===== src/rtl/seq_divider_18bit.sv =====
// seq_divider_18bit
//   Iterative unsigned restoring divider. It is the subtract-side counterpart
//   of the 18-bit ripple adder. It resolves one quotient bit per clock. A
//   start/busy/done handshake frames each division.
//
// Ports
//   clock        system clock, all logic on the rising edge
//   reset        synchronous, active-high reset
//   start        request a division (only looked at while idle)
//   dividend     unsigned numerator, captured when start is accepted
//   divisor      unsigned denominator, captured when start is accepted
//   quotient     registered quotient, held until the next completion
//   remainder    registered remainder, held until the next completion
//   busy         high while the iteration loop is running
//   done         one-cycle pulse when quotient/remainder are updated
//   div_by_zero  registered flag, valid with done, held with the results
module seq_divider_18bit #(
  parameter int WIDTH = 18
) (
  input  logic             clock,
  input  logic             reset,
  input  logic             start,
  input  logic [WIDTH-1:0] dividend,
  input  logic [WIDTH-1:0] divisor,
  output logic [WIDTH-1:0] quotient,
  output logic [WIDTH-1:0] remainder,
  output logic             busy,
  output logic             done,
  output logic             div_by_zero
);

  localparam int CNT_W = (WIDTH > 1) ? $clog2(WIDTH) : 1;
  localparam logic [CNT_W-1:0] LAST_ITER = CNT_W'(WIDTH - 1);

  typedef enum logic [1:0] {
    IDLE = 2'd0,
    RUN  = 2'd1,
    ZERO = 2'd2
  } state_t;

  state_t state, state_next;

  // D shifts the dividend out at the top and collects quotient bits at the
  // bottom. V holds the divisor. R holds the partial remainder.
  logic [WIDTH-1:0] d_reg, d_next;
  logic [WIDTH-1:0] v_reg;
  logic [WIDTH-1:0] r_reg, r_next;
  logic [CNT_W-1:0] count;

  logic [WIDTH:0]   t_val;
  logic [WIDTH:0]   diff;
  logic             fits;

  logic             accept;
  logic             finish_run;
  logic             finish_zero;

  // One restoring step. R stays below V after every step, so T is at most
  // 2V-1. When T >= V, the result T-V fits in WIDTH bits and leaves the top
  // bit of diff clear. When T < V, the subtraction wraps and sets that top
  // bit. So the top bit of diff serves as the borrow. R needs only WIDTH
  // bits of storage.
  always_comb begin
    t_val  = {r_reg, d_reg[WIDTH-1]};
    diff   = t_val - {1'b0, v_reg};
    fits   = ~diff[WIDTH];
    r_next = t_val[WIDTH-1:0];
    d_next = {d_reg[WIDTH-2:0], 1'b0};
    if (fits) begin
      r_next = diff[WIDTH-1:0];
      d_next = {d_reg[WIDTH-2:0], 1'b1};
    end
  end

  // Next-state logic and the decoded control strobes for the datapath.
  always_comb begin
    state_next  = state;
    accept      = 1'b0;
    finish_run  = 1'b0;
    finish_zero = 1'b0;
    case (state)
      IDLE: begin
        if (start) begin
          accept = 1'b1;
          if (divisor == '0) begin
            state_next = ZERO;
          end else begin
            state_next = RUN;
          end
        end
      end
      RUN: begin
        if (count == LAST_ITER) begin
          finish_run = 1'b1;
          state_next = IDLE;
        end
      end
      ZERO: begin
        finish_zero = 1'b1;
        state_next  = IDLE;
      end
      default: begin
        state_next = IDLE;
      end
    endcase
  end

  // State register.
  always_ff @(posedge clock) begin
    if (reset) begin
      state <= IDLE;
    end else begin
      state <= state_next;
    end
  end

  // Working registers of the iteration loop. In the ZERO state, D still
  // holds the untouched dividend. That value is reported as the remainder.
  always_ff @(posedge clock) begin
    if (reset) begin
      d_reg <= '0;
      v_reg <= '0;
      r_reg <= '0;
      count <= '0;
    end else if (accept) begin
      d_reg <= dividend;
      v_reg <= divisor;
      r_reg <= '0;
      count <= '0;
    end else if (state == RUN) begin
      d_reg <= d_next;
      r_reg <= r_next;
      count <= count + 1'b1;
    end
  end

  // Result registers. They change only on completion, so intermediate
  // iteration values never show on the outputs.
  always_ff @(posedge clock) begin
    if (reset) begin
      quotient    <= '0;
      remainder   <= '0;
      div_by_zero <= 1'b0;
      done        <= 1'b0;
    end else begin
      done <= 1'b0;
      if (finish_run) begin
        quotient    <= d_next;
        remainder   <= r_next;
        div_by_zero <= 1'b0;
        done        <= 1'b1;
      end else if (finish_zero) begin
        quotient    <= '1;
        remainder   <= d_reg;
        div_by_zero <= 1'b1;
        done        <= 1'b1;
      end
    end
  end

  // busy is a decode of the state register. The completing edge leaves RUN,
  // so busy and done are never high together.
  assign busy = (state == RUN);

endmodule

===== config.mk =====
export PLATFORM = sky130hd
export DESIGN_NAME = seq_divider_18bit
export DESIGN_NICKNAME = d
export VERILOG_FILES = /design/src/rtl/seq_divider_18bit.sv
export SDC_FILE = /design/constraint.sdc
export NUM_CORES = 1
export LEC_CHECK = 0
export BUFFER_PORTS_ARGS = -buffer_cell sky130_fd_sc_hd__buf_2
export CORE_ASPECT_RATIO = 1.2
export CORE_UTILIZATION = 30
export CTS_BUF_LIST = sky130_fd_sc_hd__clkbuf_16
export DETAILED_ROUTE_END_ITERATION = 7
export SLEW_MARGIN = 25
export SYNTH_ARGS = -nofsm -noshare
export SYNTH_HDL_FRONTEND = slang
export SYNTH_SLANG_ARGS = --single-unit

===== constraint.sdc =====
create_clock -name clock -period 8.15 [get_ports clock]
set_input_delay 0.815 -clock clock [delete_from_list [all_inputs] [get_ports clock]]
set_output_delay 0.815 -clock clock [all_outputs]
set_load 0.05 [all_outputs]

======== Yosys cells after proc, flatten, opt, wreduce, memory -nomap -nowiden ========
Cells that the tools add are included.
storage, ports and cells
  bits in registers ....................... 99
  input bits .............................. 39
  output and inout port bits .............. 39
  word-level logic and storage cells ...... 42
operators by class
  add/subtract/negate cells ............... 2
  multiplexer cells ....................... 19
  reduce and logical (&&, ||, !) cells .... 7
  equality and inequality tests ........... 5
operators with widths
  cell                   count
  $mux W18               7
  $sub A19 B18 Y19       1
  $logic_not A18 Y1      1
  $mux W1                8
  $mux W2                3
  $add A5 B1 Y5 const B  1
  $eq A5 B5 Y1 const B   1
  $pmux W2 S2            1
  $reduce_bool A2 Y1     2
  $reduce_or A2 Y1       2
  $eq A2 B1 Y1 const B   1
  $eq A2 B2 Y1 const B   1
  $logic_not A2 Y1       1
  $ne A2 B1 Y1 const B   1
  $ne A2 B2 Y1 const B   1
  $reduce_and A2 Y1      1

======== Longest topological paths before layout ========
  depth in word-level cells ............... 4
  depth in mapped cells ................... 12
  mapped depth without buffers ............ 10

======== Worst setup path after synthesis ========
OpenSTA, ideal clock, no wires.
  path kind ............................... register to register
  from .................................... register d_reg[17]
  to ...................................... register r_reg[10]
  data arrival time ....................... 2,566 ps
  cell stages (with the launch flop) ...... 13
  slack ................................... 5,426 ps
  data required time ...................... 7,991 ps
  period minus slack after synthesis ...... 2,724 ps
  library setup time ...................... 159 ps
  path through ............................ dfxtp_1 > inv_1 > ha_1 > fa_1 > nor2b_1 > o2111ai_1 > a2111oi_4 > o31a_1 > buf_6 > nor2_8 > buf_6 > mux2i_1 > a21oi_1
between the ends
  word-level cells in the longest chain between the ends .. 2
RTL lines
  what                      line  RTL
  start: declaration        45    logic [WIDTH-1:0] d_reg, d_next;
  start signal: assignment  126   d_reg <= dividend;
  start signal: assignment  131   d_reg <= d_next;
  $sub A19 B18 Y19          65    diff = t_val - {1'b0, v_reg};
  $mux W18                  69    if (fits) begin
  end signal: assignment    132   r_reg <= r_next;
  end: declaration          47    logic [WIDTH-1:0] r_reg, r_next;
Every way passes these cells.
A chain may end at the register's enable or synchronous reset.

======== Final worst setup path ========
  from .................................... register d_reg[17]
  to ...................................... register remainder[15]
between the ends
  word-level cells in the longest chain between the ends .. 3
RTL lines
  what                    line  RTL
  $sub A19 B18 Y19        65
  $mux W18                69
  $mux W18                147   if (finish_run) begin
  end signal: assignment  149   remainder <= r_next;
  end signal: assignment  154   remainder <= d_reg;
  end: declaration        26    output logic [WIDTH-1:0] remainder,
Every way passes these cells.

==> key figures <==
Global routing
  • Final global-route overflow total: 0
  • Met3 routing resource usage after global routing: 3.29%
  • First-pass GRT wire length: around 23,000 um
  • Overall routing resource usage: 16.3%
  • Grt peak-use layer: met2
  • Met2 demand-to-capacity share in global routing: 24.5%
  • Maximum number of pins on one net before global-route repair: 51
  • Met1 usage: between 20% and 30%
  • Vias in the first global route: 4,360
  • Number of antenna violations at the first check in global routing: 0

Job
  • Maximum Capacitance Violations: 0

STA
  • Setup ws final: roughly 5 ns
  • Final number of setup-violating endpoints: 0
  • Actual transition at the worst max-transition pin: 1.11 ns
  • Maximum clock frequency: 313 MHz
  • Setup repair after global routing missed its margin: false
  • Final Slew Violations: 0
  • Total count of hold-check failures in the final report: 0
  • Post-layout minimum cycle time: about 3.2 ns
  • Final clock period utilization by the worst path: 39.2%
  • Final setup TNS: 0 ns
  • Worst setup skew after layout: 0.00645 ns
  • Relative slew slack: 25.8%

Synthesis
  • Yosys top cell by area: sky130_fd_sc_hd__dfxtp_1
  • Number of warnings issued by yosys: 0
  • Flip-flop and latch count after synthesis: 99
  • Net Count, Synth: roughly 700
  • Number of distinct library cells after synthesis: 55
  • Dominant cell by count in the synthesized netlist: sky130_fd_sc_hd__nand2_1
  • Mean instance size in the synthesized netlist: about 8.0 um2
  • Area of the mapped netlist: 5170 um2
  • Number of synthesized flops with an enable pin: 0
  • Commonest cells in the synthesized netlist: sky130_fd_sc_hd__nand2_1, sky130_fd_sc_hd__dfxtp_1, sky130_fd_sc_hd__a21oi_1, sky130_fd_sc_hd__clkbuf_1, sky130_fd_sc_hd__nor2_1
  • Area contributors post-synth: sky130_fd_sc_hd__dfxtp_1, sky130_fd_sc_hd__nand2_1, sky130_fd_sc_hd__a21oi_1
  • Async S/R FF share, synth: 0%
  • Leading register cell type out of synthesis: sky130_fd_sc_hd__dfxtp_1
  • Proportion of synthesized chip area in sequential cells: 38.3%
  • Post-synth top area share: 38.3%
  • Number of standard cells after synthesis: 647

Clock tree
  • Maximum buffer depth of the clock tree: 2
  • Clock buffers created by TritonCTS: 9
  • CTS Root Buffer Type: sky130_fd_sc_hd__clkbuf_16
  • Post-CTS setup repair buffer count: 0
  • Clock latency at the later pin of the worst-skew pair: around 0.35 ns
  • Post-CTS Resized: 0
  • Deepest level of the CTS H-tree: 3
  • TritonCTS clock tree: done
  • Number of buffers inserted by hold repair at cts: 0
  • Sinks on Clock Net: 99
  • Clk slew on worst S/H paths: around 0.07 ns

Power and ir drop
  • Internal Power: about 0.87 mW
  • Share of total power consumed by net switching: 32.8%
  • Static leakage: 2.37 nW
  • Peak supply drop: 95.1 uV
  • Switching Power: 0.426 mW
  • Power density normalized to cell area: 218 nW/um2
  • Part of the total power dissipated in sequential elements: 40.2%
  • Combinational group share of total power: between 20% and 30%
  • Clock power frac: ~33%

Drt
  • ANT nets after route: 0
  • Residual DRC count: 0
  • Via count: roughly 4,800
  • DRC violation total after the first TritonRoute iteration: approximately 450
  • Total detailed-routing wirelength: approximately 14,000 um
  • DR WL/cell: 15.5 um
  • Detailed-route vias per instance: 5.19
  • 1st-pass router iterations: 5

Placement
  • GPL Wtd Cong: roughly 0.9
  • Post-placement setup slack: around 5.0 ns
  • Detailed Place HPWL: 9980 um
  • Number of buffers inserted by port buffering: 77

Die
  • Area of the placeable core: 16,900 um2
  • Effective utilization at floorplan: 30.7%
  • Total number of placement rows: 52
  • Die outline area: 17,800 um2
  • Number of placed I/O pins: 78
  • Horizontal die dimension: 122 um
  • Vert. Die Dim: 146 um

Setup path
  • Endpoint type of the worst setup path: register
  • Flop2flop setup slack: 4.96 ns
  • Setup CP Type: register to register
  • Crit path DAT: 3.46 ns
  • Critical path fanouts, max: 12
  • Worst Path Required: 8.41 ns
  • Kind of launch point of the worst setup path: register

Final layout
  • Antenna cells: 0
  • Post-layout nets: around 760
  • Proportion of layout cells with a drive suffix above 1: approximately 18%
  • Signed area change from the synthesized netlist to the final layout: 15.0%
  • Number of fill cells: around 1,800

Status
  • Run status: complete, no violations

Min path
  • Worst hold-check path type: register to register
## layout make-up
cell class | count | area, um2 | area share, %
clock buffer | 9 | 225 | 3.78
clock inverter | 7 | 66.3 | 1.11
inverter | 25 | 93.8 | 1.58
multi-input combinational | 476 | 2880 | 48.3
sequential | 99 | 1980 | 33.3
tap | 216 | 270 | 4.54
timing repair buffer | 84 | 438 | 7.36
## cell families after synthesis
kind of cell    after synthesis  synth area share (%)
xor+xnor                     15                  2.54
fa+ha+maj                    21                  5.22
simple gates                235                  21.3
buf+inv                      72                  6.19
mux                          12                  2.32
flops                        99                  38.3
compound gates              193                  24.2
## per-layer routing
| metal | vias up | part of all wire [%] | routed length, um |
|---|---|---|---|
| li1 | 2390 | - | - |
| met1 | 2189 | 50 | 7010 |
| met2 | 160 | 44 | 6180 |
| met3 | 11 | 5.7 | 814 |
| met4 | 0 | 1.1 | 155 |
| met5 | - | 0 | 0 |
## path summary, 6_finish.rpt
kind,depth (start not counted),endpoint,startpoint
setup / recovery,10,remainder[15],d_reg[17]
hold / removal,2,v_reg[14],v_reg[14]
setup reg to reg,10,remainder[15],d_reg[17]
hold reg to reg,2,v_reg[14],v_reg[14]
## power groups by stage
stage | clock network [mW] | logic (mW) | registers, mW
after global routing | 0.456 | 0.382 | 0.525
after CTS | 0.440 | 0.345 | 0.523
after global placement | 0 | 0.343 | 0.534
after detailed placement | 0 | 0.344 | 0.534
final | 0.429 | 0.348 | 0.523
after floorplan | 0 | 0.287 | 0.526
## per-stage QoR
step	hold slack [ns]	std cells	cell area (um2)	utilization [%]	power, mW
2_1_floorplan	0.436	647	5170	-	0.813
3_3_place_gp	0.444	900	5660	33.6	0.877
3_5_place_dp	0.449	900	5660	33.6	0.878
4_1_cts	0.459	916	5950	35.3	1.31
5_1_grt	0.470	916	5950	35.3	1.36
6_report	0.455	916	5950	35.3	1.30
## cell usage in the layout (no fill, tap or decap), types with 3 or more instances in the layout
| cell type | instances |
|---|---|
| sky130_fd_sc_hd__nand2b_1 | 3 |
| sky130_fd_sc_hd__nand3_1 | 14 |
| sky130_fd_sc_hd__dfxtp_1 | 99 |
| sky130_fd_sc_hd__xnor2_1 | 9 |
| sky130_fd_sc_hd__ha_1 | 20 |
| sky130_fd_sc_hd__a21oi_1 | 72 |
| sky130_fd_sc_hd__xor2_1 | 6 |
| sky130_fd_sc_hd__inv_1 | 26 |
| sky130_fd_sc_hd__o211ai_1 | 5 |
| sky130_fd_sc_hd__mux2i_1 | 12 |
| sky130_fd_sc_hd__clkbuf_16 | 9 |
| sky130_fd_sc_hd__nor3_1 | 23 |
| sky130_fd_sc_hd__buf_2 | 77 |
| sky130_fd_sc_hd__and3_1 | 11 |
| sky130_fd_sc_hd__nand4_1 | 4 |
| sky130_fd_sc_hd__o21a_1 | 6 |
| sky130_fd_sc_hd__o21bai_1 | 4 |
| sky130_fd_sc_hd__o31a_1 | 3 |
| sky130_fd_sc_hd__a31o_2 | 12 |
| sky130_fd_sc_hd__buf_4 | 7 |
| sky130_fd_sc_hd__o2111ai_1 | 3 |
| sky130_fd_sc_hd__nor2_1 | 28 |
| sky130_fd_sc_hd__a31oi_1 | 18 |
| sky130_fd_sc_hd__a21o_1 | 7 |
| sky130_fd_sc_hd__o21ai_0 | 24 |
| sky130_fd_sc_hd__a211oi_1 | 7 |
| sky130_fd_sc_hd__nand2_1 | 122 |
| sky130_fd_sc_hd__a22oi_1 | 19 |
| sky130_fd_sc_hd__nor2b_1 | 4 |
| sky130_fd_sc_hd__nor4_1 | 7 |
| sky130_fd_sc_hd__a21oi_2 | 4 |
## worst max-delay path: stages, from the launching register on
cell                        delay, ns
sky130_fd_sc_hd__dfxtp_1         0.38
sky130_fd_sc_hd__inv_1           0.06
sky130_fd_sc_hd__ha_1            0.22
sky130_fd_sc_hd__fa_1            0.38
sky130_fd_sc_hd__nor2b_1         0.19
sky130_fd_sc_hd__o2111ai_1       0.21
sky130_fd_sc_hd__a2111oi_4       0.53
sky130_fd_sc_hd__o31a_1          0.50
sky130_fd_sc_hd__or2_4           0.32
sky130_fd_sc_hd__o21ai_0         0.13
sky130_fd_sc_hd__a211oi_1        0.20
Power figures use the tool's default switching activity.
